--- src/rtl/ov5640_pkg.sv ---
// Shared state encodings and default timing constants for the OV5640 power sequencer.
package ov5640_pkg;

    typedef enum logic [2:0] {
        ST_IDLE      = 3'd0,
        ST_PWDN_HOLD = 3'd1,
        ST_RST_HOLD  = 3'd2,
        ST_SETTLE    = 3'd3,
        ST_DONE      = 3'd4,
        ST_FAIL      = 3'd5
    } seq_st_t;

    localparam int DEF_CNT_6MS   = 300_000;
    localparam int DEF_CNT_2MS   = 100_000;
    localparam int DEF_CNT_21MS  = 1_050_000;
    localparam int DEF_CNT_TO    = 50_000_000;
    localparam int DEF_MAX_RETRY = 3;

    function automatic int cnt_width(input int a, input int b, input int c, input int d);
        int m;
        m = a;
        if (b > m) m = b;
        if (c > m) m = c;
        if (d > m) m = d;
        return (m < 2) ? 1 : $clog2(m);
    endfunction

endpackage

--- src/rtl/ov5640_dly_cnt.sv ---
// Clear/enable up-counter with a terminal-compare flag; used for phase timing and the watchdog.
module ov5640_dly_cnt #(
    parameter int W = 8
) (
    input  logic         clk,
    input  logic         rst_n,
    input  logic         i_clr,
    input  logic         i_en,
    input  logic [W-1:0] i_term,
    output logic         o_hit
);

    logic [W-1:0] r_cnt;

    always_ff @(posedge clk) begin
        if (!rst_n) begin
            r_cnt <= '0;
        end else if (i_clr) begin
            r_cnt <= '0;
        end else if (i_en) begin
            r_cnt <= r_cnt + W'(1);
        end
    end

    assign o_hit = (r_cnt == i_term);

endmodule

--- src/rtl/ov5640_power_seq.sv ---
// OV5640 PWDN/RESETB power-up sequencer with re-power on request.
// Define OV5640_CFG_WDT_EN to add the cfg_done watchdog with bounded retries.
module ov5640_power_seq
    import ov5640_pkg::*;
#(
    parameter int CNT_6MS   = DEF_CNT_6MS,
    parameter int CNT_2MS   = DEF_CNT_2MS,
    parameter int CNT_21MS  = DEF_CNT_21MS,
    parameter int CNT_TO    = DEF_CNT_TO,
    parameter int MAX_RETRY = DEF_MAX_RETRY
) (
    input  logic       sys_clk,
    input  logic       sys_rst_n,
    input  logic       pwr_en,
    input  logic       restart,
    input  logic       cfg_done,
    output logic       ov5640_pwdn,
    output logic       ov5640_rst_n,
    output logic       power_done,
    output logic [2:0] seq_state,
    output logic       seq_fail
);

    localparam int CW = cnt_width(CNT_6MS, CNT_2MS, CNT_21MS, CNT_TO);
    localparam logic [CW-1:0] T_6MS  = CW'(CNT_6MS - 1);
    localparam logic [CW-1:0] T_2MS  = CW'(CNT_2MS - 1);
    localparam logic [CW-1:0] T_21MS = CW'(CNT_21MS - 1);

    seq_st_t       r_state;
    seq_st_t       w_next;
    logic          r_pwdn;
    logic          r_rst_n;
    logic          r_done;
    logic          w_restart;
    logic          w_en;
    logic          w_clr;
    logic          w_hit;
    logic [CW-1:0] w_term;

    assign w_restart = restart && (r_state != ST_IDLE);

    always_comb begin
        w_term = T_6MS;
        w_en   = 1'b0;
        unique case (r_state)
            ST_PWDN_HOLD: begin
                w_term = T_6MS;
                w_en   = pwr_en;
            end
            ST_RST_HOLD: begin
                w_term = T_2MS;
                w_en   = 1'b1;
            end
            ST_SETTLE: begin
                w_term = T_21MS;
                w_en   = 1'b1;
            end
            default: ;
        endcase
    end

    // Counter restarts on every state change, including restart into PWDN_HOLD.
    assign w_clr = w_restart || (w_next != r_state);

    ov5640_dly_cnt #(
        .W (CW)
    ) u_phase_cnt (
        .clk    (sys_clk),
        .rst_n  (sys_rst_n),
        .i_clr  (w_clr),
        .i_en   (w_en),
        .i_term (w_term),
        .o_hit  (w_hit)
    );

`ifdef OV5640_CFG_WDT_EN
    localparam int RW = (MAX_RETRY < 1) ? 1 : $clog2(MAX_RETRY + 1);
    localparam logic [RW-1:0] R_MAX = RW'(MAX_RETRY);
    localparam logic [CW-1:0] T_TO  = CW'(CNT_TO - 1);

    logic [RW-1:0] r_retry;
    logic          r_fail;
    logic          w_wdt_en;
    logic          w_wdt_clr;
    logic          w_wdt_hit;
    logic          w_tout;

    assign w_wdt_en  = (r_state == ST_DONE) && !cfg_done;
    assign w_wdt_clr = w_restart || cfg_done || (w_next != ST_DONE);
    assign w_tout    = w_wdt_en && w_wdt_hit;

    ov5640_dly_cnt #(
        .W (CW)
    ) u_wdt_cnt (
        .clk    (sys_clk),
        .rst_n  (sys_rst_n),
        .i_clr  (w_wdt_clr),
        .i_en   (w_wdt_en),
        .i_term (T_TO),
        .o_hit  (w_wdt_hit)
    );

    always_ff @(posedge sys_clk) begin
        if (!sys_rst_n) begin
            r_retry <= '0;
            r_fail  <= 1'b0;
        end else begin
            if (w_restart) begin
                r_retry <= '0;
            end else if (w_tout && (r_retry != R_MAX)) begin
                r_retry <= r_retry + RW'(1);
            end
            r_fail <= (w_next == ST_FAIL);
        end
    end

    assign seq_fail = r_fail;
`else
    localparam int unused_max_retry = MAX_RETRY;
    logic w_unused_cfg;

    assign w_unused_cfg = cfg_done;
    assign seq_fail     = 1'b0;
`endif

    always_comb begin
        w_next = r_state;
        if (w_restart) begin
            w_next = ST_PWDN_HOLD;
        end else begin
            unique case (r_state)
                ST_IDLE: begin
                    if (pwr_en) w_next = ST_PWDN_HOLD;
                end
                ST_PWDN_HOLD: begin
                    if (w_hit && w_en) w_next = ST_RST_HOLD;
                end
                ST_RST_HOLD: begin
                    if (w_hit) w_next = ST_SETTLE;
                end
                ST_SETTLE: begin
                    if (w_hit) w_next = ST_DONE;
                end
                ST_DONE: begin
`ifdef OV5640_CFG_WDT_EN
                    if (w_tout) begin
                        w_next = (r_retry == R_MAX) ? ST_FAIL : ST_PWDN_HOLD;
                    end
`endif
                end
                default: ;
            endcase
        end
    end

    // Pins are decoded from the next state so they move on the same edge as the state.
    always_ff @(posedge sys_clk) begin
        if (!sys_rst_n) begin
            r_state <= ST_IDLE;
            r_pwdn  <= 1'b1;
            r_rst_n <= 1'b0;
            r_done  <= 1'b0;
        end else begin
            r_state <= w_next;
            r_pwdn  <= (w_next inside {ST_IDLE, ST_PWDN_HOLD, ST_FAIL});
            r_rst_n <= (w_next inside {ST_SETTLE, ST_DONE});
            r_done  <= (w_next == ST_DONE);
        end
    end

    assign ov5640_pwdn  = r_pwdn;
    assign ov5640_rst_n = r_rst_n;
    assign power_done   = r_done;
    assign seq_state    = r_state;

endmodule

--- config.mk ---
export PLATFORM = sky130hd
export DESIGN_NAME = ov5640_power_seq
export DESIGN_NICKNAME = d
export VERILOG_FILES = /design/src/rtl/ov5640_pkg.sv /design/src/rtl/ov5640_dly_cnt.sv /design/src/rtl/ov5640_power_seq.sv
export SDC_FILE = /design/constraint.sdc
export NUM_CORES = 1
export LEC_CHECK = 0
export ABC_AREA = 1
export BUFFER_PORTS_ARGS = -buffer_cell sky130_fd_sc_hd__buf_2
export CAP_MARGIN = 20
export CELL_PAD_IN_SITES_DETAIL_PLACEMENT = 0
export CELL_PAD_IN_SITES_GLOBAL_PLACEMENT = 1
export CORE_ASPECT_RATIO = 1.25
export CORE_MARGIN = 4
export CORE_UTILIZATION = 41
export CTS_BUF_LIST = sky130_fd_sc_hd__clkbuf_8 sky130_fd_sc_hd__clkbuf_16
export DETAILED_ROUTE_END_ITERATION = 8
export PLACE_DENSITY_LB_ADDON = 0.1
export REMOVE_ABC_BUFFERS = 1
export SYNTH_ARGS = -nofsm -noshare
export SYNTH_HDL_FRONTEND = slang
export SYNTH_SLANG_ARGS = --single-unit
--- constraint.sdc ---
create_clock -name sys_clk -period 3.4 [get_ports sys_clk]
set_clock_uncertainty 0.05 [all_clocks]
set_input_delay 0.68 -clock sys_clk [delete_from_list [all_inputs] [get_ports sys_clk]]
set_output_delay 0.68 -clock sys_clk [all_outputs]
set_load 0.005 [all_outputs]
==> results of run 1 <==
-- path summary, 6_finish.rpt --
check / start / to / depth (start not counted)
setup / recovery: seq_state[2] / u_phase_cnt.r_cnt[23] / 11
hold reg to reg: u_phase_cnt.r_cnt[1] / u_phase_cnt.r_cnt[1] / 2
setup reg to reg: seq_state[2] / u_phase_cnt.r_cnt[23] / 11
hold / removal: u_phase_cnt.r_cnt[1] / u_phase_cnt.r_cnt[1] / 2
-- stage by stage --
step           power [mW]  worst slack, ps
5_1_grt             0.774              902
2_1_floorplan       0.426             1520
3_5_place_dp        0.440             1180
4_1_cts             0.749             1170
6_report            0.741             1200
3_3_place_gp        0.441             1170
-- area by class of cell --
type,count,share of cell area
inverters,39,0.0701
multi-input cells,204,0.522
well taps,58,0.0348
flip-flops and latches,32,0.307
clock inverters,2,0.00480
clock buffers,6,0.0396
repair buffers,9,0.0216
-- cell usage in the layout (no fill, tap or decap) --
cell,synthesis,routed
a21oi_1,3,3
inv_2,3,3
and3_1,1,1
mux2i_1,1,1
nor2_4,2,2
o21ai_1,1,1
clkbuf_8,0,6
nand2_4,2,2
dfxtp_1,32,32
nor3_1,8,8
o21ai_2,1,1
nand2_1,60,60
nand2_2,5,5
nand4_1,8,8
xor2_1,22,22
nor2_1,38,38
nand3_1,17,17
nand3_2,1,1
nor4_1,2,2
buf_2,0,9
nor2_2,26,26
conb_1,1,1
o21ai_0,1,1
inv_1,36,36
xnor2_1,3,3
ha_1,1,1
clkinv_2,0,2
-- worst max-delay path, stage by stage, from the launching register on --
cell and delay (ps):
dfxtp_1 480, inv_2 100, nand2_2 150, nand2_1 60, o21ai_1 100, nand2_1 80, nor2_2 190, nand4_1 140
nor3_1 180, nor2_1 100, nand2_4 330, nor2_1 90
-- flip-flops by register name (all words and copies together), names as in the netlist --
name / cells
seq_state: 3
u_phase_cnt.r_cnt: 26
power_done: 1
ov5640_rst_n: 1
ov5640_pwdn: 1
-- per-layer routing --
metal / track usage / vias to the layer above
li1: - / 883
met1: 0.181 / 728
met2: 0.305 / 25
met3: 0.0347 / 7
met4: 0.0639 / 0
met5: 0 / -
-- report_power, final --
part	switching, mW	total (mW)	internal, mW
clock	0.149	0.310	0.161
sequential	0.00320	0.380	0.377
combinational	0.0381	0.0507	0.0127
-- cells by family (layout without fill, tap and decap cells) --
logic type / after synthesis / after routing / synth area share
and+or+nand+nor: 170 / 170 / 0.424
buffers and inverters: 43 / 56 / 0.0943
DFF: 32 / 32 / 0.335
xor gates and xnor gates: 25 / 25 / 0.115
AOI/OAI and AO/OA: 6 / 6 / 0.0177
adders and majority gates: 1 / 1 / 0.00655
other: 1 / 1 / 0.00196
muxes: 1 / 1 / 0.00524
==> impl_metrics.env, run 1 <==
export IMPL_synth_avg_cell_area_sq_um=6.85
export IMPL_num_vias=1643
export IMPL_synth_top_area_share=0.335
export IMPL_synthDistinctLibCells=27
export IMPL_first_pass_iters=6
export IMPL_fill_cells=508
export IMPL_post_route_period_util=0.647
export IMPL_grt_antenna_before_repair=0
export IMPL_dr_wl_met2_um=2320
export IMPL_setup_viol=0
export IMPL_clock_latency_ps=290
export IMPL_p_leak_nw=0.778
export IMPL_wl_per_cell_um=12.6
export IMPL_cp_max_fo=26
export IMPL_h_tree_depth=2
export IMPL_cts_buffers_inserted=5
export IMPL_cp_start_kind="flip-flop"
export IMPL_outcome="completed"
export IMPL_cts_tree="done"
export IMPL_clkSlewWorstSetupHoldPaths_ps=70
export IMPL_drv_cap=0
export IMPL_ctsHoldBuffers=0
export IMPL_dp_cells=342
export IMPL_wirelength_um=4420
export IMPL_cp_end_kind="flip-flop"
export IMPL_numPortBuffers=9
export IMPL_synth_top_cell_by_area="dfxtp_1"
export IMPL_die_area_sq_mm=0.00582
export IMPL_cts_setup_buffers=0
export IMPL_synth_edf_count=0
export IMPL_layout_drive_gt1_share=0.195
export IMPL_area_growth_pct=9.23
export IMPL_place_area_sq_mm=0.00199
export IMPL_vias_per_cell=4.69
export IMPL_ir_drop_mv=0.231
export IMPL_cts_sink_count=32
export IMPL_wl_met3_um=149
export IMPL_synthCells=279
export IMPL_grt_ovfl_total=0
export IMPL_layout_cells_non_filler=350
export IMPL_crit_type="flip-flop to flip-flop"
export IMPL_post_route_cell_area_sq_mm=0.00209
export IMPL_postSynth_asyncResetShare=0
export IMPL_synthTopCellsByArea="dfxtp_1 34%, nand2_1 12%, xor2_1 10%"
export IMPL_die_x_um=69.1
export IMPL_drc_errors=0
export IMPL_worst_ep_arrival_time_ps=2320
export IMPL_nets=297
export IMPL_met1Wirelength_um=1860
export IMPL_grt_max_degree=27
export IMPL_required_ps=3510
export IMPL_cts_root_buf="clkbuf_8"
export IMPL_max_freq_ghz=0.454
export IMPL_hold_class="flip-flop to flip-flop"
export IMPL_n_antenna_cell=0
export IMPL_gp_congestion=0.807
export IMPL_yosysSeqAreaShare=0.335
export IMPL_min_period_ps=2200
export IMPL_rsz0062_at_grt="no"
export IMPL_yosysMostFrequentCell="nand2_1"
export IMPL_p_per_area_mw_per_mm2=355
export IMPL_setup_tns_ps=0
export IMPL_yosys_warnings=0
export IMPL_ant_nets=0
export IMPL_grtUsageTotal=0.164
export IMPL_row_count=27
export IMPL_drv_slew=0
export IMPL_drt_iter0_drc=47
export IMPL_top_layer="met4"
export IMPL_whs_ps=517
export IMPL_final_util=0.468
export IMPL_core_area_sq_mm=0.00446
export IMPL_final_hold_viol_count=0
export IMPL_multi_input_area_sq_mm=0.00109
export IMPL_cts_resized=0
export IMPL_ys_ff_latch=32
export IMPL_start_util=0.428
export IMPL_grt_pass1_vias=1630
export IMPL_syn_cell_area_sq_mm=0.00191
export IMPL_ios=12
export IMPL_dpl_hpwl_um=3460
export IMPL_r2r_slack_ps=1200
export IMPL_synth_main_ff_cell="dfxtp_1"
export IMPL_seq_area_sq_um=641
export IMPL_synth_commonest_cells="60 x nand2_1, 38 x nor2_1, 36 x inv_1"
export IMPL_die_h_um=84.3
export IMPL_grt_pass1_wl_um=7620
export IMPL_clockBufferDepth=2
(Power assumes the default switching activity.)
==> run 2: changes to the inputs <==
- CORE_UTILIZATION: 41 -> 39
- clock period: 3.4 -> 1.95 ns (I/O delays scaled with it)
==> impl_metrics.env, run 2 (synthesis results as in run 1) <==
export IMPL_drc_errors=0
export IMPL_clockBufferDepth=2
export IMPL_drt_iter0_drc=48
export IMPL_violations="negative setup slack"
export IMPL_layout_drive_gt1_share=0.393
export IMPL_nets=346
export IMPL_drv_cap=0
export IMPL_final_hold_viol_count=0
export IMPL_cp_max_fo=5
export IMPL_clock_latency_ps=290
export IMPL_n_antenna_cell=0
export IMPL_ant_nets=0
export IMPL_start_util=0.404
export IMPL_die_h_um=86.3
export IMPL_grt_pass1_wl_um=8240
export IMPL_wl_per_cell_um=12.5
export IMPL_die_area_sq_mm=0.00609
export IMPL_wirelength_um=5000
export IMPL_crit_chain="ha_4, inv_4, nor2_4, nand2_1, nor2_1, nand2_1, nor2_4, nand2_2, o21ai_4, nand3_2, buf_4, nor2_4, nand2_1, nand2_1, inv_1"
export IMPL_place_area_sq_mm=0.00229
export IMPL_cts_sink_count=32
export IMPL_first_pass_iters=4
export IMPL_post_route_period_util=1.02
export IMPL_crit_type="flip-flop to flip-flop"
export IMPL_num_vias=1834
export IMPL_ir_drop_mv=0.481
export IMPL_drv_slew=0
export IMPL_cpMostUsedCell="nand2_1"
export IMPL_required_ps=2090
export IMPL_ios=12
export IMPL_final_cell_mix="56 x nand2_1, 42 x buf_4, 36 x inv_1, 27 x nor2_1, 27 x dfxtp_1"
export IMPL_cp_start_kind="flip-flop"
export IMPL_dpl_hpwl_um=3800
export IMPL_max_freq_ghz=0.503
export IMPL_grtUsageTotal=0.175
export IMPL_p_leak_nw=1.07
export IMPL_clkSlewWorstSetupHoldPaths_ps=70
export IMPL_worst_path_max_delay_cell="dfxtp_2"
export IMPL_numPortBuffers=9
export IMPL_cts_buffers_inserted=5
export IMPL_largest_register_ffs=26
export IMPL_die_x_um=70.6
export IMPL_cts_tree="done"
export IMPL_grt_pass1_vias=1846
export IMPL_largest_register="u_phase_cnt.r_cnt"
export IMPL_ctsHoldBuffers=0
export IMPL_hold_class="primary input to flip-flop"
export IMPL_h_tree_depth=2
export IMPL_grt_ovfl_total=0
export IMPL_outcome="complete, but fails checks"
export IMPL_gp_congestion=0.842
export IMPL_min_period_ps=1990
export IMPL_area_growth_pct=42.6
export IMPL_cts_root_buf="clkbuf_8"
export IMPL_grt_max_degree=11
export IMPL_layout_setup_ws_ps=-36.4
export IMPL_setup_viol=18
export IMPL_worst_ep_arrival_time_ps=2130
export IMPL_cp_end_kind="flip-flop"
export IMPL_rsz0062_at_grt="yes"
export IMPL_vias_per_cell=4.57
export IMPL_final_common_cell="nand2_1"
export IMPL_post_route_cell_area_sq_mm=0.00272
export IMPL_core_area_sq_mm=0.00473
export IMPL_row_count=28
export IMPL_p_per_area_mw_per_mm2=546
export IMPL_cpPeakStageDelay_ps=360
export IMPL_grt_antenna_before_repair=0
export IMPL_final_util=0.576
[run 2: cell count changes in the layout (fill, tap and decap cells not counted), sizes merged]
cell | previous run | this run
buf | 9 | 58
bufinv | 0 | 1
clkbuf | 6 | 5
clkinv | 2 | 1
inv | 39 | 40
[run 2: routing by layer]
metal / global-route usage / share of wire / wire length, um / vias to the layer above
li1: - / - / - / 972
met3: 0.0360 / 0.028 / 141 / 10
met4: 0.0598 / 0.020 / 102 / 0
met5: 0 / 0 / 0 / -
met1: 0.187 / 0.40 / 1980 / 829
met2: 0.336 / 0.55 / 2780 / 23
[run 2: power by group]
group / internal (mW) / total [mW] / switching (mW)
registers: 0.654 / 0.658 / 0.00432
logic: 0.0943 / 0.199 / 0.105
clock network: 0.374 / 0.629 / 0.255
total: 1.12 / 1.49 / 0.364
[run 2: cell type report]
| type | count | area, sq um |
|---|---|---|
| timing repair buffer | 58 | 468 |
| sequential | 32 | 652 |
| inverter | 39 | 149 |
| fill | 484 | 2010 |
| clock inverter | 3 | 38.8 |
| clock buffer | 5 | 68.8 |
| tap | 60 | 75.1 |
| multi-input combinational | 204 | 1270 |
[run 2: worst paths after layout]
check,startpoint,end,slack (ps),cells past startpoint
hold / removal,sys_rst_n,seq_state[0],300,3
setup reg to reg,u_phase_cnt.r_cnt[0],ov5640_pwdn,-40,15
setup / recovery,u_phase_cnt.r_cnt[0],ov5640_pwdn,-40,15
hold reg to reg,u_phase_cnt.r_cnt[7],u_phase_cnt.r_cnt[7],570,2
[run 2: stage by stage]
step           total power, mW  std cells  worst slack [ps]  setup TNS (ps)  hold slack (ps)
3_5_place_dp             0.809        381              -178           -4290              513
4_1_cts                   1.48        394             -58.4            -985              284
5_1_grt                   1.55        401              -187           -4590              319
3_3_place_gp             0.809        381              -158           -3830              496
6_report                  1.49        401             -36.4            -168              298
2_1_floorplan            0.743        275              89.0               0              438
[run 2: repair_timing]
| item | CTS | global route |
|---|---|---|
| endpoints found under the setup margin | 30 | 31 |
| gates resized for setup | 26 | 31 |
| setup buffers | 4 | 8 |
| pin swaps | 7 | 14 |
| gates cloned | 1 | 0 |
[run 2: critical path: cells and delay by family, from the launching register on]
family / cells / cell delay, ps
buf+inv: 3 / 240
simple gates: 10 / 920
flops: 1 / 360
fa+ha+maj: 1 / 150
compound gates: 1 / 170
==> run 3: changes to the inputs <==
- SETUP_SLACK_MARGIN: unset -> 0.15
==> impl_metrics.env, run 3 (synthesis results as in run 1) <==
export IMPL_cp_end_kind="flip-flop"
export IMPL_worstReg2RegStart="u_phase_cnt.r_cnt[0]"
export IMPL_clock_latency_ps=290
export IMPL_p_per_area_mw_per_mm2=567
export IMPL_setup_tns_ps=-203
export IMPL_die_x_um=70.6
export IMPL_worst_ep_arrival_time_ps=2130
export IMPL_crit_start="u_phase_cnt.r_cnt[0]"
export IMPL_setup_viol=20
export IMPL_ir_drop_mv=0.481
export IMPL_grt_pass1_wl_um=8340
export IMPL_rsz0062_at_grt="yes"
export IMPL_cts_root_buf="clkbuf_8"
export IMPL_num_vias=1806
export IMPL_combPwrFrac=0.133
export IMPL_p_sw_mw=0.370
export IMPL_clkSlewWorstSetupHoldPaths_ps=70
export IMPL_hold_start="sys_rst_n"
export IMPL_drc_errors=0
export IMPL_reg2reg_depth=15
export IMPL_layout_drive_gt1_share=0.368
export IMPL_critical_path_buf_inv_count=3
export IMPL_fill_cells=493
export IMPL_grt_ovfl_total=0
export IMPL_post_route_period_util=1.02
export IMPL_largest_register="u_phase_cnt.r_cnt"
export IMPL_worstReg2RegEnd="ov5640_pwdn"
export IMPL_cts_sink_count=32
export IMPL_crit_chain="ha_4, inv_4, nor2_4, nand2_1, nor2_1, nand2_1, nor2_4, nand2_2, o21ai_4, nand3_2, buf_4, nor2_4, nand2_1, nand2_1, inv_1"
export IMPL_cp_start_kind="flip-flop"
export IMPL_final_cell_mix="59 x nand2_1, 37 x buf_4, 36 x inv_1, 28 x nor2_2, 28 x nor2_1"
export IMPL_min_period_ps=1990
export IMPL_row_count=28
export IMPL_die_h_um=86.3
export IMPL_grt_antenna_before_repair=0
export IMPL_clockBufferDepth=2
export IMPL_first_pass_iters=4
export IMPL_hold_depth=3
export IMPL_cp_max_fo=5
export IMPL_cts_buffers_inserted=5
export IMPL_p_int_mw=1.13
export IMPL_pwr_share_clk=0.426
export IMPL_start_util=0.404
export IMPL_drt_iter0_drc=56
export IMPL_h_tree_depth=2
export IMPL_cpPeakStageDelay_ps=360
export IMPL_gp_congestion=0.842
export IMPL_p_leak_nw=1.05
export IMPL_grt_max_degree=11
export IMPL_ant_nets=0
export IMPL_vias_per_cell=4.55
export IMPL_crit_type="flip-flop to flip-flop"
export IMPL_worst_path_max_delay_cell="dfxtp_2"
export IMPL_cts_tree="done"
export IMPL_pre_cts_slack_ps=-178
export IMPL_die_area_sq_mm=0.00609
export IMPL_drv_cap=0
export IMPL_grt_pass1_vias=1859
export IMPL_drv_slew=0
export IMPL_violations="negative setup slack"
export IMPL_hold_class="primary input to flip-flop"
export IMPL_dpl_hpwl_um=3800
export IMPL_grtUsageTotal=0.176
export IMPL_r2r_slack_ps=-40
export IMPL_core_area_sq_mm=0.00473
export IMPL_cpMostUsedCell="nand2_1"
export IMPL_area_growth_pct=38.2
export IMPL_ios=12
export IMPL_swShare=0.247
export IMPL_wirelength_um=4970
export IMPL_wl_per_cell_um=12.5
export IMPL_required_ps=2100
export IMPL_largest_register_ffs=26
export IMPL_numPortBuffers=9
export IMPL_nets=342
export IMPL_final_common_cell="nand2_1"
export IMPL_n_antenna_cell=0
export IMPL_layout_setup_ws_ps=-35.8
export IMPL_max_freq_ghz=0.504
export IMPL_outcome="complete, but fails checks"
export IMPL_holdPathEnd="seq_state[0]"
export IMPL_final_hold_viol_count=0
export IMPL_seqPwrFrac=0.441
export IMPL_cp_top_family="simple AND/OR/NAND/NOR gates"
export IMPL_final_util=0.558
export IMPL_whs_ps=295
## run 3: changes by cell type in the layout (fill, tap and decap cells not counted), moves of 2 or more
| cell | change |
|---|---|
| nor2_4 | -6 |
| buf_4 | -5 |
| nand2_2 | -3 |
| xor2_2 | -2 |
| nand2_1 | +3 |
| xor2_1 | +2 |
| nor2_2 | +5 |
## run 3: how the worst max path moves through the flow
stage	to	slack, ps	cells past startpoint
2_1_floorplan	u_phase_cnt.r_cnt[21]	90	12
3_3_place_gp	u_phase_cnt.r_cnt[5]	-160	14
3_5_place_dp	u_phase_cnt.r_cnt[23]	-180	14
4_1_cts	u_phase_cnt.r_cnt[18]	-60	14
5_1_grt	ov5640_pwdn	-200	15
6_report	ov5640_pwdn	-40	15
## run 3: power by group through the flow
stage	Clock [mW]	Sequential (mW)	Combinational (mW)
6_report	0.637	0.660	0.199
3_5_place_dp	0	0.675	0.134
3_3_place_gp	0	0.675	0.134
2_1_floorplan	0	0.676	0.0672
5_1_grt	0.673	0.660	0.215
4_1_cts	0.642	0.661	0.183
## run 3: metal layers
metal  up-vias  track usage  routed length, um
met5         -            0                  0
met4         0       0.0547                106
met3        10       0.0360                124
met2        18        0.341               2680
met1       807        0.190               2060
li1        971            -                  -
## run 3: stage by stage
step                power (mW)  cell area, sq um  cells
finish                    1.50              2640    397
floorplan                0.743              1880    275
CTS                       1.49              2560    395
global placement         0.809              2290    381
detailed placement       0.809              2290    381
global route              1.55              2640    397
## run 3: timing repair
item / CTS / global route
gates resized for setup: 30 / 16
hold buffers: 0 / 0
endpoints found under the setup margin: 31 / 32
buffers inserted: 5 / 2
gates cloned: 1 / 0
pin swaps: 12 / 8
## run 3: worst register-to-register path, delay by kind of cell, from the launching register on
kind                     cells  cell delay [ps]
AO/OA/AOI/OAI                1              150
flip-flops                   1              360
adder cells (fa/ha/maj)      1              160
AND/OR/NAND/NOR             10              920
buffers and inverters        3              250
## run 3: layout make-up
cell class | count | area [sq um] | share of cell area
Clock buffer | 5 | 68.8 | 0.0261
Sequential cell | 32 | 649 | 0.246
Clock inverter | 3 | 38.8 | 0.0147
Timing Repair Buffer | 54 | 442 | 0.167
Inverter | 39 | 149 | 0.0564
Tap cell | 60 | 75.1 | 0.0284
Multi-Input combinational cell | 204 | 1220 | 0.461
